### config.mk
export PLATFORM = sky130hd
export DESIGN_NAME = voice_allocator
export DESIGN_NICKNAME = d
export VERILOG_FILES = /design/src/rtl/piano_pkg.sv /design/src/rtl/lowest_set_pick.sv /design/src/rtl/voice_allocator.sv
export SDC_FILE = /design/constraint.sdc
export NUM_CORES = 1
export LEC_CHECK = 0
export BUFFER_PORTS_ARGS = -buffer_cell sky130_fd_sc_hd__buf_2
export CELL_PAD_IN_SITES_DETAIL_PLACEMENT = 2
export CELL_PAD_IN_SITES_GLOBAL_PLACEMENT = 2
export CORE_MARGIN = 1
export CORE_UTILIZATION = 32
export DETAILED_ROUTE_END_ITERATION = 8
export PLACE_DENSITY_LB_ADDON = 0.2
export SKIP_LAST_GASP = 1
export SYNTH_ARGS = -nofsm -noshare
export SYNTH_HDL_FRONTEND = slang
export SYNTH_HIERARCHICAL = 1
export SYNTH_SLANG_ARGS = --single-unit
export TNS_END_PERCENT = 50
### constraint.sdc
create_clock -name clk -period 2.71 [get_ports clk]
set_input_delay 0.813 -clock clk [delete_from_list [all_inputs] [get_ports clk]]
set_output_delay 0.813 -clock clk [all_outputs]
set_load 0.1 [all_outputs]
### src/rtl/piano_pkg.sv
// Shared piano constants: key indexing, voice state record and note half-period table.
package piano_pkg;

  localparam int NUM_KEYS      = 8;
  localparam int KEY_W         = $clog2(NUM_KEYS);
  localparam int AGE_W         = 4;
  localparam int HALF_PERIOD_W = 17;

  typedef logic [KEY_W-1:0]         key_idx_t;
  typedef logic [AGE_W-1:0]         age_t;
  typedef logic [HALF_PERIOD_W-1:0] half_period_t;

  typedef struct packed {
    logic     en;
    key_idx_t key;
    age_t     age;
  } voice_t;

  // Half periods in clk cycles for C4..C5 at a 50 MHz clock.
  function automatic half_period_t half_period(input key_idx_t k);
    half_period_t hp;
    case (k)
      3'd0:    hp = 17'd95555;
      3'd1:    hp = 17'd85132;
      3'd2:    hp = 17'd75843;
      3'd3:    hp = 17'd71586;
      3'd4:    hp = 17'd63776;
      3'd5:    hp = 17'd56818;
      3'd6:    hp = 17'd50620;
      3'd7:    hp = 17'd47778;
      default: hp = 17'd95555;
    endcase
    return hp;
  endfunction

endpackage

### src/rtl/lowest_set_pick.sv
// First-one finder: reports whether any bit of vec is set and the index of the lowest one.
module lowest_set_pick #(
  parameter int W     = 8,
  parameter int IDX_W = $clog2(W)
) (
  input  logic [W-1:0]     vec,
  output logic             found,
  output logic [IDX_W-1:0] index
);

  always_comb begin
    found = 1'b0;
    index = '0;
    for (int i = W - 1; i >= 0; i--) begin
      if (vec[i]) begin
        found = 1'b1;
        index = IDX_W'(i);
      end
    end
  end

endmodule

### src/rtl/voice_allocator.sv
// Shares NUM_VOICES tone-generator voices among NUM_KEYS held keys, one grant per cycle.
// Define VOICE_STEAL_EN to let a waiting key take over the oldest voice when none is free.
module voice_allocator #(
  parameter int NUM_KEYS   = piano_pkg::NUM_KEYS,
  parameter int NUM_VOICES = 4,
  parameter int KEY_W      = piano_pkg::KEY_W,
  parameter int AGE_W      = piano_pkg::AGE_W
) (
  input  logic                              clk,
  input  logic                              rst_n,
  input  logic [NUM_KEYS-1:0]               key_req,
  output logic [NUM_VOICES-1:0]             voice_en,
  output logic [NUM_VOICES*KEY_W-1:0]       voice_key,
  output logic [NUM_KEYS-1:0]               key_granted,
  output logic [NUM_KEYS-1:0]               pending,
  output logic                              busy,
  output logic [$clog2(NUM_VOICES+1)-1:0]   voices_used
);
  import piano_pkg::*;

  localparam int VIDX_W = $clog2(NUM_VOICES);
  localparam int CNT_W  = $clog2(NUM_VOICES + 1);

  logic [NUM_KEYS-1:0]   key_q, pending_q, granted_q;
  logic [NUM_KEYS-1:0]   pending_n, granted_n;
  voice_t                voice_q [NUM_VOICES];
  voice_t                voice_n [NUM_VOICES];

  logic [NUM_KEYS-1:0]   key_press, key_rel, req;
  logic [NUM_KEYS-1:0]   win_onehot, stolen_onehot;
  logic [NUM_VOICES-1:0] rel_voice, free_vec;
  logic                  win_found, free_found, do_steal, grant;
  logic [KEY_W-1:0]      win_idx;
  logic [VIDX_W-1:0]     free_idx, steal_idx, target;

  assign key_press = key_req & ~key_q;
  assign key_rel   = ~key_req & key_q;
  assign req       = (pending_q | key_press) & key_req & ~granted_q;

  always_comb begin
    for (int v = 0; v < NUM_VOICES; v++) begin
      rel_voice[v] = voice_q[v].en & key_rel[voice_q[v].key];
      free_vec[v]  = ~voice_q[v].en;
    end
  end

  lowest_set_pick #(.W(NUM_KEYS), .IDX_W(KEY_W)) u_winner (
    .vec   (req),
    .found (win_found),
    .index (win_idx)
  );

  // A voice released this cycle still reads as busy here; it is allocatable next cycle.
  lowest_set_pick #(.W(NUM_VOICES), .IDX_W(VIDX_W)) u_free (
    .vec   (free_vec),
    .found (free_found),
    .index (free_idx)
  );

`ifdef VOICE_STEAL_EN
  logic [NUM_VOICES-1:0] oldest_vec;
  logic                  steal_found;
  age_t                  max_age;

  // Voices being released this cycle are not steal candidates.
  always_comb begin
    max_age = '0;
    for (int v = 0; v < NUM_VOICES; v++) begin
      if (voice_q[v].en && !rel_voice[v] && voice_q[v].age > max_age)
        max_age = voice_q[v].age;
    end
    for (int v = 0; v < NUM_VOICES; v++)
      oldest_vec[v] = voice_q[v].en & ~rel_voice[v] & (voice_q[v].age == max_age);
  end

  lowest_set_pick #(.W(NUM_VOICES), .IDX_W(VIDX_W)) u_oldest (
    .vec   (oldest_vec),
    .found (steal_found),
    .index (steal_idx)
  );

  assign do_steal = win_found & ~free_found & steal_found;
`else
  assign steal_idx = '0;
  assign do_steal  = 1'b0;
`endif

  assign grant  = win_found & (free_found | do_steal);
  assign target = free_found ? free_idx : steal_idx;

  always_comb begin
    win_onehot    = grant    ? (NUM_KEYS'(1) << win_idx)             : '0;
    stolen_onehot = do_steal ? (NUM_KEYS'(1) << voice_q[target].key) : '0;
    granted_n     = (granted_q & ~key_rel & ~stolen_onehot) | win_onehot;
    pending_n     = req & ~win_onehot;
    for (int v = 0; v < NUM_VOICES; v++) begin
      voice_n[v] = voice_q[v];
      if (grant && target == VIDX_W'(v)) begin
        voice_n[v].en  = 1'b1;
        voice_n[v].key = win_idx;
        voice_n[v].age = '0;
      end else if (voice_q[v].en && !rel_voice[v]) begin
        voice_n[v].en  = 1'b1;
        voice_n[v].age = (voice_q[v].age == '1) ? voice_q[v].age : voice_q[v].age + 1'b1;
      end else begin
        voice_n[v].en  = 1'b0;
        voice_n[v].age = '0;
      end
    end
  end

  always_ff @(posedge clk) begin
    if (!rst_n) begin
      key_q     <= '0;
      pending_q <= '0;
      granted_q <= '0;
      for (int v = 0; v < NUM_VOICES; v++)
        voice_q[v] <= '0;
    end else begin
      key_q     <= key_req;
      pending_q <= pending_n;
      granted_q <= granted_n;
      for (int v = 0; v < NUM_VOICES; v++)
        voice_q[v] <= voice_n[v];
    end
  end

  always_comb begin
    voices_used = '0;
    for (int v = 0; v < NUM_VOICES; v++) begin
      voice_en[v]                  = voice_q[v].en;
      voice_key[v*KEY_W +: KEY_W]  = voice_q[v].key;
      voices_used                  = voices_used + CNT_W'(voice_q[v].en);
    end
  end

  assign key_granted = granted_q;
  assign pending     = pending_q;
  assign busy        = |pending_q;

endmodule

==> flow_metrics.env, run 1 <==
export IMPL_max_cap_violations=0
export IMPL_drtIter0Drc=71
export IMPL_hold_end="key_granted[0]"
export IMPL_slowest_stage="fa_1"
export IMPL_seqCellArea_um2=812.0
export IMPL_peakVddDrop_uv=1137
export IMPL_fillers=656
export IMPL_p_leak_nw=1.167
export IMPL_place_gp_congestion=0.7617
export IMPL_diodes=0
export IMPL_cp_end_kind="primary output"
export IMPL_ys_types=32
export IMPL_whs_path_depth=2
export IMPL_layout_commonest_cell="buf_2"
export IMPL_setup_viol=0
export IMPL_grt_first_pass_wirelength_um=9363
export IMPL_dr_pass1_iters=4
export IMPL_via_per_inst=5.182
export IMPL_cts_buffers_inserted=5
export IMPL_h_tree_depth=2
export IMPL_worstPathRequired_ns=1.90
export IMPL_grt_max_degree=27
export IMPL_drcViolationCount=0
export IMPL_cts_sinks=40
export IMPL_final_cell_mix="42 x buf_2, 37 x dfxtp_1, 20 x nand2_1"
export IMPL_io_pins=46
export IMPL_cp_max_fo=2
export IMPL_postCtsHoldBufs=0
export IMPL_multi_input_area_um2=1126
export IMPL_timing_rr_start="key_q[3]"
export IMPL_start_util_pct=33.37
export IMPL_place_inst=324
export IMPL_crit_chain="inv_4, fa_1, inv_1, ha_2, ha_4, buf_12"
export IMPL_crit_buf_inv=3
export IMPL_clockBufferDepth=2
export IMPL_hp_class="reg2reg"
export IMPL_placed_cell_area_um2=2419
export IMPL_root_buffer="clkbuf_8"
export IMPL_drive_gt1_share_pct=36.78
export IMPL_avgRoutedWirePerCell_um=17.28
export IMPL_path_depth=6
export IMPL_finalInstanceArea_um2=2547
export IMPL_synth_seq_area_share_pct=40.53
export IMPL_cp_start_kind="register"
export IMPL_vias=1741
export IMPL_synthesis_nets=213
export IMPL_crit_family="adder cells"
export IMPL_yosysWarnings=6
export IMPL_min_period_over_period_pct=99.24
export IMPL_grt_overflow_total=0
export IMPL_status="complete, no violations"
export IMPL_finalClockSkew_ns=0.008477
export IMPL_pwr_density_cell_nw_per_um2=1072
export IMPL_worstPathArrival_ns=1.88
export IMPL_grt_antenna_before_repair=0
export IMPL_dieArea_um2=6492
export IMPL_rsz0062_at_grt="yes"
export IMPL_grt_use_total_pct=19.58
export IMPL_power_mw=2.732
export IMPL_max_stage_delay_ns=0.53
export IMPL_core_area_um2=5921
export IMPL_r2r_end="pending[7]"
export IMPL_rrSetupSlack_ns=0.33
export IMPL_die_h_um=80.58
export IMPL_critPathKind="reg2out"
export IMPL_clock_latency_ns=0.29
export IMPL_syn_area_um2=1976
export IMPL_routed_wl_um=5806
export IMPL_dpl_hpwl_um=4439
export IMPL_grt_pass1_vias=1831
export IMPL_syn_area_per_cell_um2=9.878
export IMPL_final_max_slew_violation_count=0
export IMPL_netlist_instances=200
export IMPL_area_delta_synth_final_pct=28.94
export IMPL_ant_nets=0
export IMPL_hp_start="key_granted[0]"
export IMPL_rr_worst_depth=8
export IMPL_final_cells=336
export IMPL_finalHoldViolations=0
export IMPL_fin_nets=273
export IMPL_slew_limit_headroom_pct=44.12
export IMPL_clk_pin_slew_ns=0.08
export IMPL_fmax_mhz=371.8
export IMPL_num_rows=28
export IMPL_worst_slew_pin_slew_ns=0.8318
export IMPL_die_x_um=80.58
export IMPL_cts_tree="done"
export IMPL_ys_seq_elements=40
export IMPL_fin_setup_tns_ns=0
export IMPL_io_buffers=45
export IMPL_min_period_ns=2.689
export IMPL_fin_util_pct=43.03
## stage by stage
step	hold slack, ns	setup WS, ns
2_1_floorplan	0.5679	0.00003997
4_1_cts	0.4764	-0.006354
6_report	0.4708	0.02058
3_3_place_gp	0.4677	-0.08480
3_5_place_dp	0.4646	-0.09545
5_1_grt	0.5048	-0.04496
## synth_stat cells
cell type  count  area [um^2]
nand2b_4       8        110.1
inv_1          9        33.78
mux4_2         8        180.2
mux2i_1       12        120.1
o211ai_1       2        15.01
o21bai_1       1        7.510
nor3_4         1        16.27
dfxtp_1       40        800.8
and3_1         9        56.30
nand2_1       20        75.07
a21oi_1        9        45.04
clkbuf_1       4        15.01
o41ai_1        1        8.760
nor4_2         1        12.51
nand4_1        5        31.28
ha_1           2        25.02
a211oi_1       1        7.510
and2_2         1        7.510
nor4_1         3        18.77
nor2b_1       12        75.07
nand4b_1       5        43.79
nand2b_1       1        6.260
nor3b_1        8        60.06
nor3b_4        1        18.77
and2_1         7        43.79
nor3_1         1        5.000
a21oi_2        1        8.760
nor2_1        18        67.56
fa_1           1        20.02
nand3_1        4        20.02
buf_2          3        15.01
o21ai_0        1        5.000
## worst reg2reg max path, stage by stage, from the launching register on
cell,delay [ns]
dfxtp_1,0.38
nor2b_1,0.15
nor3b_1,0.06
buf_4,0.14
nor4_2,0.34
nor2b_1,0.42
and3_1,0.34
nand3_1,0.18
and3_1,0.27
## state kept, by name, indices dropped and copies added (netlist names)
signal / cells
pending: 8
voice_q: 16
key_granted: 8
key_q: 8
## worst max-delay path by stage
stage,startpoint,to,slack [ns]
after global placement,key_req[3],pending[7],-0.08
after CTS,voice_q[3][7],voices_used[1],-0.006
final,voice_q[3][7],voices_used[1],0.02
after detailed placement,key_req[3],pending[7],-0.1
after global routing,voice_q[3][7],voices_used[1],-0.04
after floorplan,voice_q[0][7],voices_used[0],0.00004
## power by group
part | total [mW] | internal (mW) | switching [mW] | leakage [nW]
registers | 0.760 | 0.677 | 0.0834 | 0.330
clock network | 0.425 | 0.208 | 0.217 | 0.0516
logic | 1.55 | 0.432 | 1.11 | 0.785
total | 2.73 | 1.32 | 1.42 | 1.17
## area by class of cell
cell class	count	area share [%]
Multi-Input combinational cell	144	44.20
Sequential cell	40	31.88
Timing Repair Buffer	60	15.03
Tap cell	75	3.684
Clock buffer	6	3.242
Inverter	9	1.424
Clock inverter	2	0.5403
## what timing repair did
| item | in CTS | in global routing |
|---|---|---|
| pin swaps | 2 | 1 |
| buffers inserted | 4 | 0 |
| endpoints found under the setup margin | 1 | 1 |
| gates resized for setup | 3 | 0 |
## kinds of logic after synthesis
| group | share of synthesized area [%] |
|---|---|
| and+or+nand+nor | 33.82 |
| DFF | 40.53 |
| muxes | 15.20 |
| AOI/OAI and AO/OA | 4.940 |
| buffers and inverters | 3.229 |
| adders and majority gates | 2.280 |
## per-layer routing
| layer | share of wire, % | wire (um) | GRT usage [%] | up-vias |
|---|---|---|---|---|
| met5 | 0 | 0 | 0 | - |
| met4 | 1.4 | 82 | 6.786 | 0 |
| met3 | 3.4 | 197 | 3.523 | 7 |
| met2 | 49 | 2827 | 33.31 | 40 |
| met1 | 46 | 2698 | 24.63 | 869 |
| li1 | - | - | - | 825 |
(Power assumes the default switching activity.)
==> inputs of run 2 (changes only) <==
- CAP_MARGIN: default -> 40
- clock period: 2.71 -> 2.65 ns (I/O delays scaled with it)
==> flow_metrics.env, run 2 (synthesis gave the netlist of run 1 again) <==
export IMPL_peakVddDrop_uv=1155
export IMPL_num_rows=28
export IMPL_core_area_um2=5921
export IMPL_grt_antenna_before_repair=0
export IMPL_vias=1735
export IMPL_final_cell_mix="42 x buf_2, 37 x dfxtp_1, 21 x buf_4"
export IMPL_critPathKind="reg2out"
export IMPL_drtIter0Drc=92
export IMPL_via_per_inst=5.088
export IMPL_setup_viol=0
export IMPL_die_h_um=80.58
export IMPL_clock_latency_ns=0.29
export IMPL_cts_sinks=40
export IMPL_dieArea_um2=6492
export IMPL_fmax_mhz=377.4
export IMPL_grt_max_degree=27
export IMPL_largest_reg_flops=16
export IMPL_cp_end_kind="primary output"
export IMPL_worst_slew_pin_slew_ns=0.7945
export IMPL_worst_slack_ns=0.0002868
export IMPL_largest_register="voice_q"
export IMPL_root_buffer="clkbuf_8"
export IMPL_final_max_slew_violation_count=0
export IMPL_finalInstanceArea_um2=2584
export IMPL_fin_nets=279
export IMPL_dpl_hpwl_um=4747
export IMPL_grt_overflow_total=0
export IMPL_grt_use_total_pct=20.39
export IMPL_cp_start_kind="register"
export IMPL_hp_class="reg2reg"
export IMPL_place_gp_congestion=0.7982
export IMPL_place_ws_ns=0.03561
export IMPL_clockBufferDepth=2
export IMPL_worstPathArrival_ns=1.85
export IMPL_io_pins=46
export IMPL_grt_first_pass_wirelength_um=9722
export IMPL_status="complete, no violations"
export IMPL_place_inst=331
export IMPL_min_period_ns=2.650
export IMPL_finalHoldViolations=0
export IMPL_avgRoutedWirePerCell_um=17.53
export IMPL_postCtsHoldBufs=0
export IMPL_grt_pass1_vias=1902
export IMPL_finalClockSkew_ns=0.004872
export IMPL_routed_wl_um=5979
export IMPL_cp_max_fo=2
export IMPL_cts_tree="done"
export IMPL_cts_buffers_inserted=5
export IMPL_pwr_density_cell_nw_per_um2=1085
export IMPL_fin_setup_tns_ns=0
export IMPL_dr_pass1_iters=4
export IMPL_clk_pin_slew_ns=0.08
export IMPL_ant_nets=0
export IMPL_worstPathRequired_ns=1.86
export IMPL_layout_commonest_cell="buf_2"
export IMPL_start_util_pct=33.37
export IMPL_h_tree_depth=2
export IMPL_final_cells=341
export IMPL_area_delta_synth_final_pct=30.78
export IMPL_diodes=0
export IMPL_p_leak_nw=1.185
export IMPL_drive_gt1_share_pct=37.97
export IMPL_min_period_over_period_pct=99.99
export IMPL_io_buffers=45
export IMPL_die_x_um=80.58
export IMPL_placed_cell_area_um2=2481
export IMPL_drcViolationCount=0
export IMPL_fin_util_pct=43.64
export IMPL_rsz0062_at_grt="yes"
export IMPL_max_cap_violations=0
export IMPL_slew_limit_headroom_pct=46.34
==> run 2: cell types whose count changed in the layout (fill, tap and decap cells not counted), sizes merged <==
| cell | before | now |
|---|---|---|
| buf | 60 | 66 |
| inv | 10 | 9 |
==> run 2: what timing repair did <==
action / 4_1_cts / 5_1_grt
endpoints found under the setup margin: 1 / 1
gates resized for setup: 4 / 0
pin swaps: 2 / 0
buffers inserted: 3 / 0
==> run 2: path summary, 6_finish.rpt <==
path | end | cells after the start | start | slack, ns
worst max-delay path | voices_used[1] | 6 | voice_q[2][7] | 0.0003
worst min-delay path | key_granted[6] | 2 | key_granted[6] | 0.47
worst max register to register | pending[7] | 6 | key_q[7] | 0.42
worst min register to register | key_granted[6] | 2 | key_granted[6] | 0.47
==> run 2: power by group <==
group | internal, mW | total [mW] | switching, mW
registers | 0.692 | 0.783 | 0.0914
clock network | 0.179 | 0.397 | 0.218
logic | 0.475 | 1.62 | 1.15
==> run 2: metrics by stage <==
| step | hold slack (ns) | power, mW |
|---|---|---|
| finish | 0.4720 | 2.803 |
| global route | 0.5121 | 2.941 |
| CTS | 0.4803 | 2.829 |
| detailed placement | 0.4691 | 2.399 |
| global placement | 0.4633 | 2.375 |
| floorplan | 0.5679 | 2.049 |
==> run 2: area by class of cell <==
cell class / count / area, um^2
fill: 641 / 3337
multi-input combinational: 144 / 1136
sequential: 40 / 812.0
timing repair buffer: 66 / 427.9
tap: 75 / 93.84
clock buffer: 6 / 72.57
inverter: 9 / 36.28
clock inverter: 1 / 5.005
==> run 2: critical path: stages, from the launching register on <==
cell	delay [ns]
dfxtp_4	0.36
inv_4	0.04
fa_1	0.54
inv_2	0.05
ha_4	0.15
ha_4	0.26
buf_12	0.16
==> run 2: per-layer routing <==
metal  global-route usage, %  vias up  part of all wire [%]
li1                        -      829                     -
met1                   26.13      853                    47
met2                   34.66       45                    48
met3                   3.750        8                   3.8
met4                   5.714        0                   1.0
met5                       0        -                     0
==> inputs of run 3 (changes only) <==
- RECOVER_POWER: default -> 25
==> flow_metrics.env, run 3 (synthesis gave the netlist of run 1 again) <==
export IMPL_critPathKind="reg2out"
export IMPL_clock_latency_ns=0.29
export IMPL_cp_max_fo=2
export IMPL_fillers=653
export IMPL_largest_register="voice_q"
export IMPL_peakVddDrop_uv=1155
export IMPL_worstPathArrival_ns=1.85
export IMPL_grt_max_degree=27
export IMPL_max_cap_violations=0
export IMPL_dr_pass1_iters=4
export IMPL_drive_gt1_share_pct=33.46
export IMPL_die_h_um=80.58
export IMPL_met2_usage_pct=34.66
export IMPL_cts_sinks=40
export IMPL_slew_limit_headroom_pct=21.82
export IMPL_cp_end_kind="primary output"
export IMPL_seqCellArea_um2=812.0
export IMPL_via_per_inst=5.076
export IMPL_min_period_over_period_pct=99.99
export IMPL_ant_nets=0
export IMPL_die_x_um=80.58
export IMPL_status="complete, no violations"
export IMPL_dpl_hpwl_um=4747
export IMPL_final_max_slew_violation_count=0
export IMPL_start_util_pct=33.37
export IMPL_final_cell_mix="37 x dfxtp_1, 31 x buf_2, 20 x nand2_1, 20 x buf_4, 18 x nor2_1"
export IMPL_io_buffers=45
export IMPL_root_buffer="clkbuf_8"
export IMPL_grt_use_total_pct=20.39
export IMPL_layout_commonest_cell="dfxtp_1"
export IMPL_drcViolationCount=0
export IMPL_grt_pass1_vias=1902
export IMPL_avgRoutedWirePerCell_um=17.58
export IMPL_min_period_ns=2.650
export IMPL_clk_pin_slew_ns=0.08
export IMPL_worstPathRequired_ns=1.86
export IMPL_placed_cell_area_um2=2481
export IMPL_rsz0062_at_grt="yes"
export IMPL_rrSetupSlack_ns=0.42
export IMPL_fin_nets=279
export IMPL_grt_first_pass_wirelength_um=9722
export IMPL_grt_busiest_layer="met2"
export IMPL_routed_wl_um=5995
export IMPL_finalHoldViolations=0
export IMPL_place_gp_congestion=0.7982
export IMPL_num_rows=28
export IMPL_pwr_density_cell_nw_per_um2=1090
export IMPL_finalInstanceArea_um2=2566
export IMPL_cts_buffers_inserted=5
export IMPL_vias=1731
export IMPL_fin_setup_tns_ns=0
export IMPL_cp_start_kind="register"
export IMPL_area_delta_synth_final_pct=29.89
export IMPL_grt_antenna_before_repair=0
export IMPL_worst_slew_pin_slew_ns=1.178
export IMPL_cts_tree="done"
export IMPL_drtIter0Drc=80
export IMPL_finalClockSkew_ns=0.004667
export IMPL_largest_reg_flops=16
export IMPL_grt_util_met1_pct=26.13
export IMPL_grt_overflow_total=0
export IMPL_core_area_um2=5921
export IMPL_h_tree_depth=2
export IMPL_p_leak_nw=1.135
export IMPL_dieArea_um2=6492
export IMPL_setup_viol=0
export IMPL_hp_class="reg2reg"
export IMPL_holdWs_ns=0.4758
export IMPL_met3_usage_pct=3.750
export IMPL_fmax_mhz=377.4
export IMPL_clockBufferDepth=2
export IMPL_diodes=0
export IMPL_io_pins=46
export IMPL_multi_input_area_um2=1136
run 3: report_power, final:
part / internal, mW / switching (mW) / total [mW]
Sequential: 0.692 / 0.0917 / 0.784
Clock: 0.179 / 0.218 / 0.397
Combinational: 0.469 / 1.15 / 1.62
run 3: worst paths after layout:
| kind | to | from | cells after the start |
|---|---|---|---|
| worst max-delay path | voices_used[1] | voice_q[2][7] | 6 |
| worst min-delay path | key_granted[6] | key_granted[6] | 2 |
| worst max register to register | pending[7] | key_q[7] | 6 |
| worst min register to register | key_granted[6] | key_granted[6] | 2 |
run 3: timing repair:
action / 4_1_cts / 5_1_grt
buffers inserted: 3 / 0
endpoints found under the setup margin: 1 / 1
pin swaps: 2 / 0
gates resized for setup: 4 / 0
hold buffers: 0 / 0
run 3: area by class of cell:
type                       count  area share [%]
timing repair buffer          66           15.99
multi-input combinational    144           44.27
tap                           75           3.657
clock inverter                 1          0.1950
clock buffer                   6           2.828
sequential                    40           31.64
inverter                       9           1.414
run 3: critical path, stage by stage, from the launching register on:
cell	delay [ns]
dfxtp_4	0.36
inv_4	0.04
fa_1	0.54
inv_2	0.05
ha_4	0.15
ha_4	0.26
buf_12	0.16
run 3: through the flow:
| stage | power [mW] | instances | worst slack (ns) | utilization, % |
|---|---|---|---|---|
| detailed placement | 2.399 | 331 | 0.03561 | 41.91 |
| floorplan | 2.049 | 200 | -0.02022 | - |
| global route | 2.936 | 341 | -0.06118 | 43.34 |
| finish | 2.797 | 341 | 0.0003728 | 43.34 |
| CTS | 2.829 | 341 | -0.01537 | 43.64 |
| global placement | 2.375 | 331 | 0.1026 | 41.91 |
run 3: metal layers:
metal / vias up / wire (um)
met5: - / 0
met4: 0 / 61
met3: 8 / 249
met2: 47 / 2897
met1: 848 / 2787
li1: 828 / -
